==> src/rtl/rice_core_pkg.sv <==
// Shared Zicsr definitions for the rice core: CSR operation encodings (funct3)
// and the CSR address fields that carry the privilege and access attributes.
package rice_core_pkg;

    typedef enum logic [2:0] {
        CSR_OP_RW  = 3'd1,
        CSR_OP_RS  = 3'd2,
        CSR_OP_RC  = 3'd3,
        CSR_OP_RWI = 3'd5,
        CSR_OP_RSI = 3'd6,
        CSR_OP_RCI = 3'd7
    } rice_core_csr_op;

    localparam int CSR_PRIV_MSB   = 9;
    localparam int CSR_PRIV_LSB   = 8;
    localparam int CSR_ACCESS_MSB = 11;
    localparam int CSR_ACCESS_LSB = 10;
    localparam logic [1:0] CSR_ACCESS_READ_ONLY = 2'b11;

    function automatic logic csr_op_is_swap(input rice_core_csr_op op);
        return (op == CSR_OP_RW) || (op == CSR_OP_RWI);
    endfunction

    function automatic logic csr_op_is_imm(input rice_core_csr_op op);
        return (op == CSR_OP_RWI) || (op == CSR_OP_RSI) || (op == CSR_OP_RCI);
    endfunction

endpackage

==> src/rtl/rice_bus_if.sv <==
// Core-environment CSR bus: valid/ready request channel and a response channel.
// Writes are non-posted, so every accepted request gets exactly one response.
interface rice_bus_if #(
    parameter int XLEN = 32
);
    logic            request_valid;
    logic            request_ready;
    logic [11:0]     request_address;
    logic            request_write;
    logic [XLEN-1:0] request_write_data;
    logic            response_valid;
    logic [XLEN-1:0] response_read_data;
    logic            response_error;

    modport master (
        output request_valid,
        output request_address,
        output request_write,
        output request_write_data,
        input  request_ready,
        input  response_valid,
        input  response_read_data,
        input  response_error
    );

    modport slave (
        input  request_valid,
        input  request_address,
        input  request_write,
        input  request_write_data,
        output request_ready,
        output response_valid,
        output response_read_data,
        output response_error
    );
endinterface

==> src/rtl/rice_core_csr_alu.sv <==
// Write-data generator for Zicsr read-modify-write: swap, set-bits or clear-bits
// of the old CSR value with the (register or immediate) source operand.
module rice_core_csr_alu
    import rice_core_pkg::*;
#(
    parameter int XLEN = 32
) (
    input  rice_core_csr_op op,
    input  logic [XLEN-1:0] old_value,
    input  logic [XLEN-1:0] src_value,
    output logic [XLEN-1:0] write_data
);

    // Select the read-modify-write combination for the operation.
    always_comb begin
        write_data = src_value;
        case (op)
            CSR_OP_RW, CSR_OP_RWI: write_data = src_value;
            CSR_OP_RS, CSR_OP_RSI: write_data = old_value | src_value;
            CSR_OP_RC, CSR_OP_RCI: write_data = old_value & ~src_value;
            default:               write_data = src_value;
        endcase
    end

endmodule

==> src/rtl/rice_core_csr_access.sv <==
// Execute-stage CSR access unit: runs one Zicsr instruction as a bus read/modify/write.
// Optional macro RICE_CORE_CSR_ACCESS_CHECK_EN adds privilege/read-only checking.
module rice_core_csr_access
    import rice_core_pkg::*;
#(
    parameter int XLEN = 32
) (
    input  logic            i_clk,
    input  logic            i_rst_n,
    input  logic            i_enable,
    input  logic            i_valid,
    output logic            o_ready,
    input  rice_core_csr_op i_op,
    input  logic [11:0]     i_address,
    input  logic [XLEN-1:0] i_rs1_value,
    input  logic [4:0]      i_rs1_index,
    input  logic [4:0]      i_rd_index,
    input  logic [1:0]      i_privilege_level,
    output logic            o_done,
    output logic [XLEN-1:0] o_rd_value,
    output logic            o_illegal,
    rice_bus_if.master      csr_if
);

    typedef enum logic [2:0] {
        ST_IDLE   = 3'd0,
        ST_CHECK  = 3'd1,
        ST_RD_REQ = 3'd2,
        ST_RD_RSP = 3'd3,
        ST_WR_REQ = 3'd4,
        ST_WR_RSP = 3'd5,
        ST_DONE   = 3'd6
    } state_t;

    state_t          state_r;
    rice_core_csr_op op_r;
    logic [11:0]     address_r;
    logic [XLEN-1:0] src_r;
    logic [XLEN-1:0] old_r;
    logic            rd_zero_r;
    logic            do_read_r;
    logic            do_write_r;
    logic            outstanding_r;
    logic            req_valid_r;
    logic            req_write_r;
    logic [XLEN-1:0] req_wdata_r;
    logic            done_r;
    logic            illegal_r;
    logic [XLEN-1:0] rd_value_r;

    logic            accept_s;
    logic            is_swap_s;
    logic [XLEN-1:0] src_sel_s;
    logic [XLEN-1:0] old_sel_s;
    logic [XLEN-1:0] wdata_s;
    logic            fault_s;

    // A response still owed by the bus blocks new requests, so nothing stale can
    // be mistaken for the reply to the next instruction.
    assign o_ready  = (state_r == ST_IDLE) && !outstanding_r && i_enable;
    assign accept_s = i_valid && o_ready;

    assign is_swap_s = csr_op_is_swap(i_op);

    // Pick the register operand or the zero-extended immediate.
    always_comb begin
        if (csr_op_is_imm(i_op)) begin
            src_sel_s = {{(XLEN-5){1'b0}}, i_rs1_index};
        end else begin
            src_sel_s = i_rs1_value;
        end
    end

    // The write directly after a read uses the data arriving this cycle.
    always_comb begin
        if (state_r == ST_RD_RSP) begin
            old_sel_s = csr_if.response_read_data;
        end else begin
            old_sel_s = old_r;
        end
    end

    rice_core_csr_alu #(
        .XLEN (XLEN)
    ) u_alu (
        .op         (op_r),
        .old_value  (old_sel_s),
        .src_value  (src_r),
        .write_data (wdata_s)
    );

`ifdef RICE_CORE_CSR_ACCESS_CHECK_EN
    assign fault_s = (address_r[CSR_PRIV_MSB:CSR_PRIV_LSB] > i_privilege_level) ||
                     ((address_r[CSR_ACCESS_MSB:CSR_ACCESS_LSB] == CSR_ACCESS_READ_ONLY) && do_write_r);
`else
    logic unused_privilege_s;
    assign unused_privilege_s = ^i_privilege_level;
    assign fault_s            = 1'b0;
`endif

    assign csr_if.request_valid      = req_valid_r;
    assign csr_if.request_address    = address_r;
    assign csr_if.request_write      = req_write_r;
    assign csr_if.request_write_data = req_wdata_r;

    assign o_done     = done_r;
    assign o_illegal  = illegal_r;
    assign o_rd_value = rd_value_r;

    // Track one accepted-but-unanswered bus request, independent of i_enable.
    always_ff @(posedge i_clk or negedge i_rst_n) begin
        if (!i_rst_n) begin
            outstanding_r <= 1'b0;
        end else if (csr_if.request_valid && csr_if.request_ready) begin
            outstanding_r <= 1'b1;
        end else if (csr_if.response_valid) begin
            outstanding_r <= 1'b0;
        end
    end

    // Transaction sequencer with registered bus request and result outputs.
    always_ff @(posedge i_clk or negedge i_rst_n) begin
        if (!i_rst_n) begin
            state_r     <= ST_IDLE;
            op_r        <= CSR_OP_RW;
            address_r   <= 12'h000;
            src_r       <= {XLEN{1'b0}};
            old_r       <= {XLEN{1'b0}};
            rd_zero_r   <= 1'b0;
            do_read_r   <= 1'b0;
            do_write_r  <= 1'b0;
            req_valid_r <= 1'b0;
            req_write_r <= 1'b0;
            req_wdata_r <= {XLEN{1'b0}};
            done_r      <= 1'b0;
            illegal_r   <= 1'b0;
            rd_value_r  <= {XLEN{1'b0}};
        end else if (!i_enable) begin
            state_r     <= ST_IDLE;
            req_valid_r <= 1'b0;
            done_r      <= 1'b0;
            illegal_r   <= 1'b0;
            rd_value_r  <= {XLEN{1'b0}};
        end else begin
            case (state_r)
                ST_IDLE: begin
                    if (accept_s) begin
                        op_r       <= i_op;
                        address_r  <= i_address;
                        src_r      <= src_sel_s;
                        old_r      <= {XLEN{1'b0}};
                        rd_zero_r  <= (i_rd_index == 5'd0);
                        do_read_r  <= !(is_swap_s && (i_rd_index == 5'd0));
                        do_write_r <= is_swap_s || (i_rs1_index != 5'd0);
                        state_r    <= ST_CHECK;
                    end
                end
                ST_CHECK: begin
                    if (fault_s) begin
                        done_r     <= 1'b1;
                        illegal_r  <= 1'b1;
                        rd_value_r <= {XLEN{1'b0}};
                        state_r    <= ST_DONE;
                    end else if (do_read_r) begin
                        req_valid_r <= 1'b1;
                        req_write_r <= 1'b0;
                        state_r     <= ST_RD_REQ;
                    end else begin
                        req_valid_r <= 1'b1;
                        req_write_r <= 1'b1;
                        req_wdata_r <= wdata_s;
                        state_r     <= ST_WR_REQ;
                    end
                end
                ST_RD_REQ: begin
                    if (csr_if.request_ready) begin
                        req_valid_r <= 1'b0;
                        state_r     <= ST_RD_RSP;
                    end
                end
                ST_RD_RSP: begin
                    if (csr_if.response_valid) begin
                        if (csr_if.response_error) begin
                            done_r     <= 1'b1;
                            illegal_r  <= 1'b1;
                            rd_value_r <= {XLEN{1'b0}};
                            state_r    <= ST_DONE;
                        end else if (do_write_r) begin
                            old_r       <= csr_if.response_read_data;
                            req_valid_r <= 1'b1;
                            req_write_r <= 1'b1;
                            req_wdata_r <= wdata_s;
                            state_r     <= ST_WR_REQ;
                        end else begin
                            old_r      <= csr_if.response_read_data;
                            done_r     <= 1'b1;
                            illegal_r  <= 1'b0;
                            rd_value_r <= rd_zero_r ? {XLEN{1'b0}} : csr_if.response_read_data;
                            state_r    <= ST_DONE;
                        end
                    end
                end
                ST_WR_REQ: begin
                    if (csr_if.request_ready) begin
                        req_valid_r <= 1'b0;
                        state_r     <= ST_WR_RSP;
                    end
                end
                ST_WR_RSP: begin
                    if (csr_if.response_valid) begin
                        done_r     <= 1'b1;
                        illegal_r  <= csr_if.response_error;
                        rd_value_r <= (csr_if.response_error || rd_zero_r) ? {XLEN{1'b0}} : old_r;
                        state_r    <= ST_DONE;
                    end
                end
                ST_DONE: begin
                    done_r     <= 1'b0;
                    illegal_r  <= 1'b0;
                    rd_value_r <= {XLEN{1'b0}};
                    state_r    <= ST_IDLE;
                end
                default: begin
                    req_valid_r <= 1'b0;
                    done_r      <= 1'b0;
                    illegal_r   <= 1'b0;
                    rd_value_r  <= {XLEN{1'b0}};
                    state_r     <= ST_IDLE;
                end
            endcase
        end
    end

endmodule

==> src/flat_wrapper.sv <==
// flat-port wrapper written by rule: the top's interface ports become plain ports
module rice_core_csr_access_flat import rice_core_pkg::*;
#(
    parameter int XLEN = 32
)
  (i_clk, i_rst_n, i_enable, i_valid, o_ready, i_op, i_address, i_rs1_value, i_rs1_index, i_rd_index, i_privilege_level, o_done, o_rd_value, o_illegal, csr_if_request_valid, csr_if_request_address, csr_if_request_write, csr_if_request_write_data, csr_if_request_ready, csr_if_response_valid, csr_if_response_read_data, csr_if_response_error);
  rice_bus_if #(.XLEN(XLEN)) csr_if_i ();
  input  logic i_clk;
  input  logic i_rst_n;
  input  logic i_enable;
  input  logic i_valid;
  output logic o_ready;
  input  rice_core_csr_op i_op;
  input  logic [11:0] i_address;
  input  logic [XLEN-1:0] i_rs1_value;
  input  logic [4:0] i_rs1_index;
  input  logic [4:0] i_rd_index;
  input  logic [1:0] i_privilege_level;
  output logic o_done;
  output logic [XLEN-1:0] o_rd_value;
  output logic o_illegal;
  output wire logic [$bits(csr_if_i.request_valid)-1:0] csr_if_request_valid;
  output wire logic [$bits(csr_if_i.request_address)-1:0] csr_if_request_address;
  output wire logic [$bits(csr_if_i.request_write)-1:0] csr_if_request_write;
  output wire logic [$bits(csr_if_i.request_write_data)-1:0] csr_if_request_write_data;
  input wire logic [$bits(csr_if_i.request_ready)-1:0] csr_if_request_ready;
  input wire logic [$bits(csr_if_i.response_valid)-1:0] csr_if_response_valid;
  input wire logic [$bits(csr_if_i.response_read_data)-1:0] csr_if_response_read_data;
  input wire logic [$bits(csr_if_i.response_error)-1:0] csr_if_response_error;
  assign csr_if_request_valid = csr_if_i.request_valid;
  assign csr_if_request_address = csr_if_i.request_address;
  assign csr_if_request_write = csr_if_i.request_write;
  assign csr_if_request_write_data = csr_if_i.request_write_data;
  assign csr_if_i.request_ready = csr_if_request_ready;
  assign csr_if_i.response_valid = csr_if_response_valid;
  assign csr_if_i.response_read_data = csr_if_response_read_data;
  assign csr_if_i.response_error = csr_if_response_error;
  rice_core_csr_access #(.XLEN(XLEN)) u_core (.i_clk(i_clk), .i_rst_n(i_rst_n), .i_enable(i_enable), .i_valid(i_valid), .o_ready(o_ready), .i_op(i_op), .i_address(i_address), .i_rs1_value(i_rs1_value), .i_rs1_index(i_rs1_index), .i_rd_index(i_rd_index), .i_privilege_level(i_privilege_level), .o_done(o_done), .o_rd_value(o_rd_value), .o_illegal(o_illegal), .csr_if(csr_if_i));
endmodule
==> config.mk <==
export PLATFORM = sky130hd
export DESIGN_NAME = rice_core_csr_access_flat
export DESIGN_NICKNAME = d
export VERILOG_FILES = /design/src/rtl/rice_core_pkg.sv /design/src/rtl/rice_bus_if.sv /design/src/rtl/rice_core_csr_alu.sv /design/src/rtl/rice_core_csr_access.sv /design/src/flat_wrapper.sv
export SDC_FILE = /design/constraint.sdc
export NUM_CORES = 1
export LEC_CHECK = 0
export CAP_MARGIN = 40
export CORE_MARGIN = 3
export CORE_UTILIZATION = 49
export DETAILED_ROUTE_END_ITERATION = 8
export PLACE_DENSITY = 0.8
export SYNTH_ARGS = -nofsm -noshare
export SYNTH_HDL_FRONTEND = slang
export SYNTH_SLANG_ARGS = --single-unit
==> constraint.sdc <==
create_clock -name i_clk -period 2.4 [get_ports i_clk]
set_input_delay 0.36 -clock i_clk [delete_from_list [all_inputs] [get_ports i_clk]]
set_output_delay 0.36 -clock i_clk [all_outputs]
set_load 0.1 [all_outputs]
==> results of run 1 <==
==> where the power goes <==
part	total, mW	internal (mW)	switching, mW
Sequential	4.03	3.44	0.590
Combinational	6.66	1.86	4.80
Clock	2.64	1.63	1.01
==> repair_timing <==
item | CTS | global route
endpoints found under the setup margin | 0 | 0
hold buffers | 1 | 0
resized for setup | 0 | 0
hold endpoints to repair | 2 | 0
==> path summary, 6_finish.rpt <==
kind,startpoint,to,slack [ps],depth (start not counted)
min in group i_clk,u_core.o_done,u_core.o_done,480,2
worst max register to register,u_core.state_r[2],u_core.old_r[5],400,6
worst min register to register,u_core.o_done,u_core.o_done,480,2
max in group asynchronous,i_rst_n,u_core.csr_if.request_write_data[28],1180,3
worst max-delay path,u_core.state_r[2],o_ready,180,4
worst min-delay path,i_rst_n,u_core.o_rd_value[23],280,2
==> Yosys cell counts (5+ instances only) <==
library cell,n
a31oi_1,33
nor2_1,38
inv_1,5
mux2_4,10
nor2b_1,5
dfrtp_1,152
a22o_1,33
mux2i_1,7
mux2_2,36
clkbuf_1,45
o21ai_0,72
nand2_1,133
a22oi_1,32
nand3b_1,35
==> cells by family after synthesis <==
kind of cell    count (synthesis)
buf+inv                        60
compound gates                185
flops                         153
mux                            53
simple gates                  226
xor+xnor                        1
==> state kept, by name (all words and copies together) (netlist names) <==
| register | flops |
|---|---|
| u_core.csr_if.request_write_data | 32 |
| u_core.csr_if.request_valid | 1 |
| u_core.outstanding_r | 1 |
| u_core.do_read_r | 1 |
| u_core.src_r | 32 |
| u_core.o_done | 1 |
| u_core.old_r | 32 |
| u_core.do_write_r | 1 |
| u_core.o_illegal | 1 |
| u_core.csr_if.request_address | 12 |
| u_core.rd_zero_r | 1 |
| u_core.csr_if.request_write | 1 |
| u_core.o_rd_value | 32 |
| u_core.state_r | 3 |
| u_core.op_r | 2 |
==> layer usage <==
layer | vias up | share of wire [%] | global-route usage, %
li1 | 2738 | - | -
met1 | 2975 | 41 | 30.9
met2 | 276 | 49 | 41.4
met3 | 44 | 8.1 | 6.82
met4 | 0 | 2.5 | 9.76
met5 | - | 0 | 0
==> metrics by stage <==
| stage | std cells | power (mW) |
|---|---|---|
| after floorplan | 678 | 8.94 |
| after global placement | 997 | 10.5 |
| after detailed placement | 997 | 10.7 |
| after CTS | 1030 | 13.4 |
| after global routing | 1030 | 13.9 |
| final | 1030 | 13.3 |
==> final cells by class <==
cell class	instances	area [um2]
multi-input cells	465	2930
repair buffers	199	1820
clock buffers	24	492
flip-flops and latches	153	3830
inverters	5	18.8
fillers	993	4150
clock inverters	8	92.6
well taps	176	220
==> worst reg2reg max path, delay by kind of cell, from the launching register on <==
family                 cells  cell delay, ps
and+or+nand+nor            2             690
DFF                        1             390
buffers and inverters      2             350
AOI/OAI and AO/OA          2             450
==> results.cfg, run 1 <==
[setup_path]
crit_required_ps = 2040
startpoint_type = flip-flop
crit_fanout = 3
crit_arrival_ps = 1860
critPathBufInv = 2
cp_cell_sequence = or4b_4, buf_4, nor2_2, buf_12
end_kind = primary output
crit_family = simple AND/OR/NAND/NOR gates
crit_type = flip-flop to primary output
crit_slowest_cell = or4b_4
crit_path_max_incr_delay_ps = 550

[finish]
mostFrequentLayoutCells = dfrtp_1, nand2_1, buf_4
fin_nets = 939
layout-drive-gt1-share_pct = 22.4
syn_to_final_growth_pct = 35.0
postLayoutCoreUtil_pct = 69.4
finish.instance_area_mm2 = 0.00941
final_common_cell = dfrtp_1
diodes = 0

[die]
dieArea_mm2 = 0.0157
row_count = 42
die_h_um = 125
start_util_pct = 51.4
top_level_ports = 179
core-area_mm2 = 0.0136
die_w_um = 125

[logic_synthesis]
synth-main-ff-cell = dfrtp_1
avgSynthCellArea_um2 = 10.3
synth_mux_area_share_pct = 8.98
yosys_warnings = 0
yosysTopAreaCell = dfrtp_1
ys_ff_latch = 153
synth-compound-area-share_pct = 17.4
yosysSeqAreaShare_pct = 55.0
async_flop_share_pct = 100
synth_top_family_by_area = compound AO/OA/AOI/OAI gates
synthAdderAreaFrac_pct = 0
yosysTopAreaCellShare_pct = 54.6
synth_simple_gate_area_share_pct = 14.9
yosys-top-cells-area = dfrtp_1, nand2_1, mux2_2
synthesis.instances = 678
syn_area_mm2 = 0.00697
synth_nets = 776
ys_types = 41
synth_edf_count = 0
synthXorXnorAreaFrac_pct = 0.126

[sta]
finalSetupTns_ps = 0
rsz0062_at_grt = no
skew_ps = 7.54
slew_headroom_pct = 44.0
setup_violations = 0
fin_crit_sh_pct = 92.6
worstMarginPinSlew_ps = 839
fmax_mhz = 450
finalHoldWorstSlack_ps = 282
finalHoldViolations = 0
worst_slack_ps = 178
drv_slew = 0
period_minus_slack_ps = 2220

[cts]
cts_sinks = 153
root_buffer = clkbuf_16
clock_path_buffers = 2
post_cts_buffers = 0
h-tree-depth = 4
clk_latency_ps = 420
cts_tree = yes
clk_pin_slew_ps = 60
cts_buffers = 17

[job]
cap_violations = 0

[detailed_routing]
wirelength_um = 19400
dr.pass1.iters = 8
routedWlPerCell_um = 18.9
viasPerCell = 5.86
num_vias = 6033
ant_nets = 0
dr.first_iter.drc_count = 563
drc = 0

[placement]
dp_slack_ps = 21.3
dpl.hpwl_um = 12700
placed_cell_area_mm2 = 0.00881
portBuffers = 176
gp_congestion = 0.818

[global_route]
track_usage_pct = 24.8
grt_max_degree = 152
grt_pass1_wl_um = 31200
antenna_found_initial = 0
overflow = 0
grt_pass1_vias = 6035

[power_and_ir_drop]
p_leak_nw = 4.24
ir_drop_uv = 1220
pwr_density_cell_mw_per_mm2 = 1420

[hold_path]
hold_class = primary input to asynchronous set/reset pin

[outcome]
status = finished, final reports clean
Power figures use the tool's default switching activity.
==> run 2, diff against run 1 <==
==> constraint.sdc (replaced) <==
create_clock -name i_clk -period 2.4 [get_ports i_clk]
set_input_delay 0.36 -clock i_clk [delete_from_list [all_inputs] [get_ports i_clk]]
set_output_delay 0.36 -clock i_clk [all_outputs]
set_load 0.02 [all_outputs]
==> run 2 against run 1 <==
- flip-flop and latch count is the same
- worst setup slack gained 44 ps
- critical path depth shrank 1
- first-iteration DRC count shrank 6.6%
- wire length grew 1.5%
- clock-buffer cell count shrank 2
- die area is the same
- global-route usage grew 0.54 points
- design area grew 3.1%
- largest cell class unchanged
- highest routed layer unchanged
- via count grew 0.80%
- non-clock buffer count grew 4
==> results.cfg, run 2 (synthesized netlist as in run 1, its figures left out) <==
[detailed_routing]
dr.first_iter.drc_count = 526
drc = 0
ant_nets = 0
wirelength_um = 19700
dr.pass1.iters = 5
num_vias = 6081
viasPerCell = 5.88
routedWlPerCell_um = 19.1

[hold_path]
hold_class = primary input to asynchronous set/reset pin

[finish]
syn_to_final_growth_pct = 39.2
layout-drive-gt1-share_pct = 13.5
stdcell_count = 1034
mostFrequentLayoutCells = clkdlybuf4s50_1, dfrtp_1, nand2_1
final_common_cell = clkdlybuf4s50_1
diodes = 0
fin_nets = 943

[cts]
post_cts_buffers = 0
cts_buffers = 17
cts_tree = yes
h-tree-depth = 4
clock_path_buffers = 2
root_buffer = clkbuf_16
clk_pin_slew_ps = 60
clk_latency_ps = 430
cts_sinks = 153

[power_and_ir_drop]
total_power_mw = 11.2
power_frac_seq_pct = 35.8
ir_drop_uv = 698
p_int_mw = 7.32
netSwitchingFraction_pct = 34.8
clock_power_share_pct = 26.4
p_leak_nw = 4.18
pwr_density_cell_mw_per_mm2 = 1160
p_comb_share_pct = 37.8
p_switching_mw = 3.91

[sta]
rsz0062_at_grt = no
slew_headroom_pct = 45.5
period_minus_slack_ps = 2180
finalHoldWorstSlack_ps = 476
fin_crit_sh_pct = 90.7
finalHoldViolations = 0
worst_slack_ps = 222
setup_violations = 0
drv_slew = 0
finalSetupTns_ps = 0
worstMarginPinSlew_ps = 818
skew_ps = 6.21
fmax_mhz = 459

[global_route]
antenna_found_initial = 0
grt_pass1_vias = 6281
overflow = 0
grt_pass1_wl_um = 32000
grt_max_degree = 62
track_usage_pct = 25.4

[placement]
gp_congestion = 0.799
dpl.hpwl_um = 13100
dp_slack_ps = -14.0
place_inst = 1001
portBuffers = 176

[die]
dieArea_mm2 = 0.0157
core-area_mm2 = 0.0136
die_w_um = 125
die_h_um = 125
top_level_ports = 179
row_count = 42
start_util_pct = 51.4

[setup_path]
crit_family = simple AND/OR/NAND/NOR gates
r2r_slack_ps = 430
cp_cell_sequence = or4b_4, nor2_1, dlygate4sd2_1
crit_required_ps = 2040
end_kind = primary output
crit_type = flip-flop to primary output
worstReg2RegStart = u_core.state_r[2]
crit_arrival_ps = 1820
critPathBufInv = 1
startpoint_type = flip-flop
crit_fanout = 4
reg2reg_depth = 4
crit_slowest_cell = or4b_4
crit_path_max_incr_delay_ps = 560
rr_endpoint = u_core.csr_if.request_address[7]

[job]
cap_violations = 0

[outcome]
status = finished, final reports clean
## run 2: cell count changes in the layout (fill, tap and decap cells not counted), sizes merged
cell / before / now
dlygate4sd2: 0 / 1
clkdlybuf4s50: 94 / 174
buf: 104 / 27
bufinv: 2 / 4
clkbuf: 24 / 22
## run 2: worst max path at each step
stage | startpoint | end | cells after the start
final | u_core.state_r[2] | o_ready | 3
after detailed placement | i_enable | o_ready | 4
after global placement | i_enable | o_ready | 4
after CTS | u_core.state_r[2] | o_ready | 3
after global routing | u_core.state_r[2] | o_ready | 3
after floorplan | u_core.state_r[0] | u_core.csr_if.request_address[10] | 6
## run 2: final cells by class
class | instances | area, um2
repair buffers | 203 | 2040
clock inverters | 10 | 164
multi-input cells | 465 | 2930
well taps | 176 | 220
clock buffers | 22 | 494
fillers | 955 | 3860
flip-flops and latches | 153 | 3830
inverters | 5 | 18.8
## run 2: metrics by stage
stage / cell area [um2] / util, %
floorplan: 6970 / -
global placement: 9030 / 66.6
detailed placement: 9030 / 66.6
CTS: 9700 / 71.5
global route: 9700 / 71.5
finish: 9700 / 71.5
## run 2: routing by layer
metal	wire (um)	vias to the layer above	GRT usage (%)
met2	9660	295	42.5
met1	8090	3011	31.5
met5	0	-	0
met4	370	0	8.10
met3	1590	34	8.06
li1	-	2741	-
## run 2: power by group through the flow
stage / Clock [mW] / Sequential, mW / Combinational [mW]
2_1_floorplan: 0 / 4.40 / 2.03
3_3_place_gp: 0 / 3.98 / 4.12
3_5_place_dp: 0 / 4.02 / 4.23
4_1_cts: 2.98 / 4.01 / 4.27
5_1_grt: 3.09 / 4.11 / 4.58
6_report: 2.96 / 4.02 / 4.25
## run 2: timing repair
item                                   CTS  global route
hold buffers                             1             0
resized for setup                        1             0
endpoints found under the hold margin   59             0
setup endpoints to repair                1             0
==> run 3, diff against run 2 <==
==> constraint.sdc (replaced) <==
create_clock -name i_clk -period 2.21 [get_ports i_clk]
set_input_delay 0.3315 -clock i_clk [delete_from_list [all_inputs] [get_ports i_clk]]
set_output_delay 0.3315 -clock i_clk [all_outputs]
set_load 0.02 [all_outputs]
==> run 3 against run 2 <==
- critical path depth stayed put
- clock-buffer cell count is 3 lower
- clock power is 11% higher
- sequential share of layout area is 0.22 points lower
- worst setup slack worse by 120 ps
- utilization is 0.40 points higher
- combinational power is 8.9% higher
- hold slack worse by 220 ps
- global-route usage is 0.38 points higher
- critical path type unchanged
==> results.cfg, run 3 (synthesized netlist as in run 1, its figures left out) <==
[detailed_routing]
dr.pass1.iters = 8
met2_length_um = 9800
wl_met3_um = 1500
viasPerCell = 5.83
routedWlPerCell_um = 19.1
highest_layer = met4
wirelength_um = 19800
drc = 0
dr.first_iter.drc_count = 542
num_vias = 6050
m1WireLength_um = 7980
ant_nets = 0

[placement]
placed_cell_area_mm2 = 0.00907
dp_slack_ps = -160
gp_congestion = 0.829
portBuffers = 176
dpl.hpwl_um = 13400

[finish]
fillers = 950
syn_to_final_growth_pct = 40.0
final_common_cell = clkdlybuf4s50_1
diodes = 0
fin_nets = 946
mostFrequentLayoutCells = clkdlybuf4s50_1, dfrtp_1, nand2_1
layout-drive-gt1-share_pct = 13.8
finish.instance_area_mm2 = 0.00975

[global_route]
grt_pass1_vias = 6391
antenna_found_initial = 0
grt_pass1_wl_um = 32400
track_usage_pct = 25.8
grt_max_degree = 79
overflow = 0

[setup_path]
crit_required_ps = 1880
crit_slowest_cell = or4b_4
cp_cell_sequence = or4b_4, nor2_1, clkdlybuf4s15_1
crit_type = flip-flop to primary output
startpoint_type = flip-flop
crit_family = simple AND/OR/NAND/NOR gates
crit_arrival_ps = 1780
critPathBufInv = 1
crit_fanout = 4
crit_path_max_incr_delay_ps = 560
end_kind = primary output

[sta]
slew_headroom_pct = 47.9
finalHoldViolations = 0
skew_ps = 7.96
setup_violations = 0
fmax_mhz = 473
worst_slack_ps = 97.2
drv_slew = 0
rsz0062_at_grt = no
period_minus_slack_ps = 2110
worstMarginPinSlew_ps = 781
finalHoldWorstSlack_ps = 260
fin_crit_sh_pct = 95.6

[job]
cap_violations = 0

[outcome]
status = finished, final reports clean

[cts]
root_buffer = clkbuf_16
cts_sinks = 153
cts_tree = yes
post_cts_buffers = 0
clk_pin_slew_ps = 60
h-tree-depth = 4
clock_path_buffers = 2
cts_buffers = 17
clk_latency_ps = 420

[die]
die_h_um = 125
start_util_pct = 51.4
core-area_mm2 = 0.0136
dieArea_mm2 = 0.0157
top_level_ports = 179
row_count = 42
die_w_um = 125

[hold_path]
hold_class = primary input to asynchronous set/reset pin

[power_and_ir_drop]
pwr_density_cell_mw_per_mm2 = 1260
p_leak_nw = 4.20
total_power_mw = 12.3
ir_drop_uv = 719
-- run 3: changes by cell type in the layout (fill, tap and decap cells not counted), sizes merged --
cell,change
buf,+3
bufinv,+2
clkbuf,-3
clkdlybuf4s15,+1
clkinv,-1
clkinvlp,+2
dlygate4sd2,-1
-- run 3: where the power goes --
group          internal, mW  switching [mW]  total [mW]
Combinational          2.21            2.42        4.63
Sequential             3.73           0.674        4.40
Clock                  2.17            1.13        3.30
-- run 3: layer usage --
layer	vias to the layer above	GRT usage (%)
met3	46	7.51
li1	2751	-
met2	284	42.8
met1	2969	31.4
met5	-	0
met4	0	11.4
-- run 3: layout make-up --
cell class	count	area, um2	share of cell area, %
multi-input combinational	465	2930	30.0
sequential	153	3830	39.3
clock buffer	19	453	4.64
tap	176	220	2.26
inverter	5	18.8	0.192
clock inverter	13	223	2.28
timing repair buffer	206	2080	21.3
-- run 3: path summary, 6_finish.rpt --
kind	from	endpoint	slack [ps]	cells after the start
setup / recovery	u_core.state_r[2]	o_ready	100	3
hold / removal	i_rst_n	u_core.o_rd_value[23]	260	2
setup reg to reg	u_core.state_r[2]	u_core.old_r[30]	230	6
hold reg to reg	u_core.o_rd_value[21]	u_core.o_rd_value[21]	480	2
max in group asynchronous	i_rst_n	u_core.old_r[13]	1340	3
min in group i_clk	i_rs1_value[12]	u_core.src_r[12]	460	3
-- run 3: timing repair --
item / in CTS / in global routing
gates resized for setup: 1 / 1
setup endpoints to repair: 1 / 1
hold endpoints to repair: 152 / 0
hold buffers: 1 / 0
pin swaps: 0 / 0
-- run 3: stage by stage --
| stage | utilization, % | instances | TNS (ps) |
|---|---|---|---|
| after detailed placement | 66.9 | 1004 | -3080 |
| final | 71.9 | 1037 | 0 |
| after CTS | 71.9 | 1037 | 0 |
| after global routing | 71.9 | 1037 | 0 |
| after floorplan | - | 678 | 0 |
| after global placement | 66.9 | 1004 | -1690 |
